--- src/rtl/movegen_sequencer_if.sv ---
// movegen_sequencer_if: position stream, array strobe/response and move-record
// signals shared between the sequencer (slave) and its environment (master).
interface movegen_sequencer_if #(parameter int CNTW = 8);
    logic            start;
    logic            wtp;
    logic            abort;
    logic            in_valid;
    logic            in_ready;
    logic [3:0]      in_data;
    logic            pos_valid;
    logic [3:0]      pos_data;
    logic            wtp_out;
    logic [63:0]     emit_move;
    logic [63:0]     target_square;
    logic            mv_valid;
    logic            mv_ready;
    logic [5:0]      mv_from;
    logic [5:0]      mv_to;
    logic [CNTW-1:0] mv_count;
    logic            busy;
    logic            done;
    modport slave (
        input  start, wtp, abort, in_valid, in_data, target_square, mv_ready,
        output in_ready, pos_valid, pos_data, wtp_out, emit_move,
               mv_valid, mv_from, mv_to, mv_count, busy, done
    );
    modport master (
        output start, wtp, abort, in_valid, in_data, target_square, mv_ready,
        input  in_ready, pos_valid, pos_data, wtp_out, emit_move,
               mv_valid, mv_from, mv_to, mv_count, busy, done
    );
endinterface

--- src/rtl/movegen_sequencer.sv ---
// movegen_sequencer: streams a position into the square chain, strobes each
// square of the side to move and drains its target flags as (from, to) records.
module movegen_sequencer #(
    parameter int NSQ  = 64,
    parameter int CNTW = 8
) (
    input logic                clk,
    input logic                rst_n,
    movegen_sequencer_if.slave bus
);
    typedef enum logic [2:0] {S_IDLE, S_LOAD, S_SCAN, S_EMIT, S_DRAIN, S_DONE} state_t;
    state_t          r_state, w_next;
    logic            r_wtp;
    logic [NSQ-1:0]  r_own, r_tgt;
    logic [5:0]      r_ld, r_src;
    logic [CNTW-1:0] r_cnt;
    logic            w_acc, w_last_tgt, w_take;

    function automatic logic [5:0] lowest(input logic [NSQ-1:0] v);
        lowest = '0;
        for (int i = NSQ - 1; i >= 0; i--) if (v[i]) lowest = 6'(i);
    endfunction

    assign w_acc      = bus.in_valid && r_state == S_LOAD;
    assign w_take     = r_state == S_DRAIN && bus.mv_ready;
    assign w_last_tgt = (r_tgt & (r_tgt - NSQ'(1))) == '0;

    assign bus.in_ready  = r_state == S_LOAD;
    assign bus.pos_valid = w_acc;
    assign bus.pos_data  = bus.in_data;
    assign bus.wtp_out   = r_wtp;
    assign bus.emit_move = r_state == S_EMIT ? NSQ'(1) << r_src : '0;
    assign bus.mv_valid  = r_state == S_DRAIN;
    assign bus.mv_from   = r_src;
    assign bus.mv_to     = lowest(r_tgt);
    assign bus.mv_count  = r_cnt;
    assign bus.busy      = r_state != S_IDLE;
    assign bus.done      = r_state == S_DONE;

    always_comb begin
        w_next = r_state;
        case (r_state)
            S_IDLE:  w_next = bus.start ? S_LOAD : S_IDLE;
            S_LOAD:  w_next = w_acc && r_ld == 6'd63 ? S_SCAN : S_LOAD;
            S_SCAN:  w_next = r_own == '0 ? S_DONE : S_EMIT;
            S_EMIT:  w_next = bus.target_square == '0 ? S_SCAN : S_DRAIN;
            S_DRAIN: w_next = bus.mv_ready && w_last_tgt ? S_SCAN : S_DRAIN;
            default: w_next = S_IDLE;
        endcase
        if (bus.abort) w_next = S_IDLE;
    end

    always_ff @(posedge clk or negedge rst_n) begin
        if (!rst_n) begin
            r_state <= S_IDLE;
            r_wtp   <= 1'b0;
            r_own   <= '0;
            r_tgt   <= '0;
            r_ld    <= '0;
            r_src   <= '0;
            r_cnt   <= '0;
        end else begin
            r_state <= w_next;
            if (r_state == S_IDLE && bus.start && !bus.abort) begin
                r_wtp <= bus.wtp;
                r_own <= '0;
                r_cnt <= '0;
                r_ld  <= '0;
            end
            // nibble n lands on square 63-n, i.e. index ~n
            if (w_acc) begin
                r_own[~r_ld] <= bus.in_data[2:0] != 3'd0 && bus.in_data[3] == r_wtp;
                r_ld         <= r_ld + 6'd1;
            end
            if (r_state == S_SCAN) r_src <= lowest(r_own);
            if (r_state == S_EMIT) begin
                r_tgt        <= bus.target_square;
                r_own[r_src] <= 1'b0;
            end
            if (w_take) begin
                r_tgt <= r_tgt & (r_tgt - NSQ'(1));
                if (r_cnt != '1) r_cnt <= r_cnt + CNTW'(1);
            end
            if (bus.abort) r_tgt <= '0;
        end
    end
endmodule
--- src/flat_wrapper.sv ---
// flat-port wrapper written by rule: the top's interface ports become plain ports
module movegen_sequencer_flat 
#(
    parameter int NSQ  = 64,
    parameter int CNTW = 8
)
  (clk, rst_n, bus_start, bus_wtp, bus_abort, bus_in_valid, bus_in_data, bus_target_square, bus_mv_ready, bus_in_ready, bus_pos_valid, bus_pos_data, bus_wtp_out, bus_emit_move, bus_mv_valid, bus_mv_from, bus_mv_to, bus_mv_count, bus_busy, bus_done);
  movegen_sequencer_if #(.CNTW(CNTW)) bus_i ();
  input logic clk;
  input logic rst_n;
  input wire logic [$bits(bus_i.start)-1:0] bus_start;
  input wire logic [$bits(bus_i.wtp)-1:0] bus_wtp;
  input wire logic [$bits(bus_i.abort)-1:0] bus_abort;
  input wire logic [$bits(bus_i.in_valid)-1:0] bus_in_valid;
  input wire logic [$bits(bus_i.in_data)-1:0] bus_in_data;
  input wire logic [$bits(bus_i.target_square)-1:0] bus_target_square;
  input wire logic [$bits(bus_i.mv_ready)-1:0] bus_mv_ready;
  output wire logic [$bits(bus_i.in_ready)-1:0] bus_in_ready;
  output wire logic [$bits(bus_i.pos_valid)-1:0] bus_pos_valid;
  output wire logic [$bits(bus_i.pos_data)-1:0] bus_pos_data;
  output wire logic [$bits(bus_i.wtp_out)-1:0] bus_wtp_out;
  output wire logic [$bits(bus_i.emit_move)-1:0] bus_emit_move;
  output wire logic [$bits(bus_i.mv_valid)-1:0] bus_mv_valid;
  output wire logic [$bits(bus_i.mv_from)-1:0] bus_mv_from;
  output wire logic [$bits(bus_i.mv_to)-1:0] bus_mv_to;
  output wire logic [$bits(bus_i.mv_count)-1:0] bus_mv_count;
  output wire logic [$bits(bus_i.busy)-1:0] bus_busy;
  output wire logic [$bits(bus_i.done)-1:0] bus_done;
  assign bus_i.start = bus_start;
  assign bus_i.wtp = bus_wtp;
  assign bus_i.abort = bus_abort;
  assign bus_i.in_valid = bus_in_valid;
  assign bus_i.in_data = bus_in_data;
  assign bus_i.target_square = bus_target_square;
  assign bus_i.mv_ready = bus_mv_ready;
  assign bus_in_ready = bus_i.in_ready;
  assign bus_pos_valid = bus_i.pos_valid;
  assign bus_pos_data = bus_i.pos_data;
  assign bus_wtp_out = bus_i.wtp_out;
  assign bus_emit_move = bus_i.emit_move;
  assign bus_mv_valid = bus_i.mv_valid;
  assign bus_mv_from = bus_i.mv_from;
  assign bus_mv_to = bus_i.mv_to;
  assign bus_mv_count = bus_i.mv_count;
  assign bus_busy = bus_i.busy;
  assign bus_done = bus_i.done;
  movegen_sequencer #(.NSQ(NSQ), .CNTW(CNTW)) u_core (.clk(clk), .rst_n(rst_n), .bus(bus_i));
endmodule
--- config.mk ---
export PLATFORM = sky130hd
export DESIGN_NAME = movegen_sequencer_flat
export DESIGN_NICKNAME = d
export VERILOG_FILES = /design/src/rtl/movegen_sequencer_if.sv /design/src/rtl/movegen_sequencer.sv /design/src/flat_wrapper.sv
export SDC_FILE = /design/constraint.sdc
export NUM_CORES = 1
export LEC_CHECK = 0
export ABC_AREA = 1
export BUFFER_PORTS_ARGS = -buffer_cell sky130_fd_sc_hd__buf_2
export CORE_AREA = 2 2 138 140
export DETAILED_ROUTE_END_ITERATION = 7
export DIE_AREA = 0 0 140 142
export PLACE_DENSITY = 0.8
export SETUP_SLACK_MARGIN = 0.02
export SYNTH_ARGS = -nofsm -noshare
export SYNTH_HDL_FRONTEND = slang
export SYNTH_SLANG_ARGS = --single-unit
--- constraint.sdc ---
create_clock -name clk -period 4.5 [get_ports clk]
set_clock_uncertainty 0.15 [all_clocks]
set_input_delay 0.225 -clock clk [delete_from_list [all_inputs] [get_ports clk]]
set_output_delay 0.225 -clock clk [all_outputs]
set_load 0.05 [all_outputs]
==> out/results.tsv <==
metric	value	unit
WHS Endpoint	u_core.r_state[0]	
WL final	33.4	mm
Buffers on Ports	168	
Rel. slew slack	25.6	%
crit-path max FO	2	
vias per std cell	5.74	
min-delay src	bus_start	
Syn. warnings	0	
Reg2Reg Launch Point	u_core.r_tgt[0]	
Yosys reg bits	152	
layout cells sized above 1	14.6	%
area delta synth->final	18.8	%
sequential area share after synthesis	36.5	%
average wire per standard cell	16.5	um
gpl congestion	0.966	
DP Wirelength	23.8	mm
FMAX	213	MHz
reg2reg setup slack	320	ps
status	finished, violations left	
IO Pins	169	
CTS Buffer Depth	2	
Peak VDD IR	0.273	mV
max cap viols	0	
Die Area	0.0199	mm^2
first-pass GRT wire length	52.9	mm
Slew Viols, Final	0	
Worst path most repeated cell	nand2_1	
unrepaired setup endpoints after global routing	yes	
Worst Hold Class	input port to flip-flop	
CP arrival	4330	ps
detailed router's first-iteration violation count	1030	
final setup TNS	-200	ps
fin nets	1860	
worst path required time	4120	ps
initial antenna violation count	0	
Power Density	332	mW/mm^2
total power	4.11	mW
CTS tree	done	
largest net degree at the start of global routing	92	
fin crit period	4700	ps
H-Tree Depth	4	
Post-Synth XOR/XNOR Area	0	%
DRC	13	
WHS	24.8	ps
Compound-Gate Fraction of Synth Area	21.9	%
Final WS setup	-200	ps
die width	140	um
crit path capture type	primary output	
DR pass1 iterations	8	
cell types occupying the most area after synthesis	dfrtp_1 37%, nor2_1 12%, inv_1 10%	
Clock Pin Slew Worst Setup and Hold Paths	70	ps
CP Class	flip-flop to primary output	
global route total overflow	0	
worst skew pair latency	440	ps
Finished Core Util	67.1	%
syn nets	1692	
worst slew pin tran	1110	ps
post-route ant nets	0	
Top FF cell, synth	dfrtp_1	
Hold Path Stages	3	
clk sinks	152	
Critical Path Start Type	flip-flop	
Total Routing Usage GR	33.3	%
mapped cell area	0.0104	mm^2
fill cell count	1630	
CP max-delay cell	dfrtp_1	
Leak	6.44	nW
area occupied by multi-input gates	0.00534	mm^2
fraction of registers with async set/reset	100	%
Largest stage delay, worst path	370	ps
antenna fix cells	0	
CTS root buffer	clkbuf_16	
failing checks	DRC, setup timing	
Synth top area share	36.5	%
ratio of final minimum period to clock period	104	%
reg-to-reg endpoint	u_core.r_state[1]	
Mapped Cells	1615	
largest family of logic cells by synthesized area	simple AND/OR/NAND/NOR gates	
Synth area leader	dfrtp_1	
Adder-Cell Fraction of Synth Area	0.240	%
final hold vios	0	
Starting Density	56.4	%
EDFF count, synth	0	
vias	11647	
count of final setup violators	1	
register area	0.00380	mm^2
Synth Area in Simple Gates	28.2	%
Yosys cell types	39	
mux cell area share after synthesis	0	%
reg2reg path depth	28	
Num CTS Buffers	17	
Core ar.	0.0185	mm^2
Die Height	142	um
row cnt	50	
Mean Syn Cell Area	6.45	um^2
number of global-route vias before repair	10929	
cell usage after synthesis, types with 3 or more instances:
cell type and instances:
a31oi_1 15, nor3_1 30, nor4_1 25, or2_2 3, nor2_2 7, o22ai_1 81
o31ai_1 53, inv_1 279, a41oi_1 3, nand3_1 25, nor2_1 327, buf_4 4
nand2_1 262, inv_2 18, nor2_4 3, o211ai_1 3, a21oi_1 64, nor3_2 4
o21ai_0 159, buf_1 5, clkbuf_1 49, clkinv_1 4, dfrtp_1 152, nand4_1 18
worst max-delay path by stage:
stage / start / end / slack (ps) / cells after the start
3_3_place_gp: u_core.r_tgt[62] / bus_mv_to[0] / 300 / 62
2_1_floorplan: u_core.r_tgt[62] / bus_mv_to[0] / 630 / 61
6_report: u_core.r_tgt[63] / bus_mv_to[0] / -200 / 63
4_1_cts: u_core.r_tgt[62] / bus_mv_to[0] / -130 / 62
5_1_grt: u_core.r_tgt[62] / bus_mv_to[0] / -780 / 62
3_5_place_dp: u_core.r_tgt[0] / u_core.r_state[1] / 200 / 28
registers in the layout (all words and copies together), names as in the netlist:
signal               count
u_core.r_tgt            64
u_core.bus.mv_from       6
u_core.r_state           3
u_core.bus.wtp_out       1
u_core.bus.mv_count      8
u_core.r_own            64
u_core.r_ld              6
critical path, delay by kind of cell (launching register included):
family                 cells  cell delay (ps)
buffers and inverters      2              240
flip-flops                 1              370
AND/OR/NAND/NOR           59             2980
AO/OA/AOI/OAI              2              300
placed cells by master, fill, tap and decap left out, types with 3 or more instances in the layout:
cell type / n
nor2_1: 325
inv_1: 279
nand2_1: 261
buf_2: 166
o21ai_0: 159
dfrtp_1: 152
o22ai_1: 81
a21oi_1: 63
o31ai_1: 53
nor3_1: 30
dlygate4sd3_1: 25
nand3_1: 23
nor4_1: 21
inv_2: 18
nand4_1: 18
clkbuf_16: 17
a31oi_1: 15
buf_4: 14
nor2_2: 7
inv_6: 6
nor2_4: 5
clkinv_1: 4
nor4_2: 4
or2_2: 3
o211ai_1: 3
clkinv_4: 3
kinds of logic after synthesis:
group | after synthesis
flops | 152
compound gates | 392
buf+inv | 359
fa+ha+maj | 2
simple gates | 710
area by class of cell:
class | instances | area share, %
Clock buffer | 18 | 3.55
Clock inverter | 14 | 1.29
Inverter | 301 | 9.13
Multi-Input combinational cell | 1104 | 43.2
Sequential cell | 152 | 30.7
Tap cell | 234 | 2.37
Timing Repair Buffer | 207 | 9.77
stage by stage:
step	setup slack, ps	cell area, um^2	instances
after floorplan	625	10400	1615
after global placement	297	11400	1969
after detailed placement	205	11400	1969
after CTS	-128	12300	2028
after global routing	-780	12400	2030
final	-200	12400	2030
per-layer routing:
| layer | share of wire, % | track usage (%) | wire, um | vias up |
|---|---|---|---|---|
| met1 | 40 | 41.6 | 13300 | 5334 |
| met2 | 48 | 57.3 | 16000 | 584 |
| met3 | 8.5 | 5.82 | 2840 | 104 |
| met5 | 0 | 0 | 0 | - |
| li1 | - | - | - | 5625 |
| met4 | 3.9 | 14.6 | 1300 | 0 |
repair_timing:
action / in CTS / in global routing
pin swaps: 1 / 5
hold buffers: 25 / 0
setup buffers: 2 / 2
setup endpoints to repair: 1 / 4
gates resized for setup: 2 / 12
cloned: 0 / 0
endpoints found under the hold margin: 110 / 0
power by group:
part	internal (mW)	switching, mW
clock network	0.847	0.639
logic	0.359	0.764
registers	1.43	0.0653
Note: power is estimated with default switching activity, not from simulation.
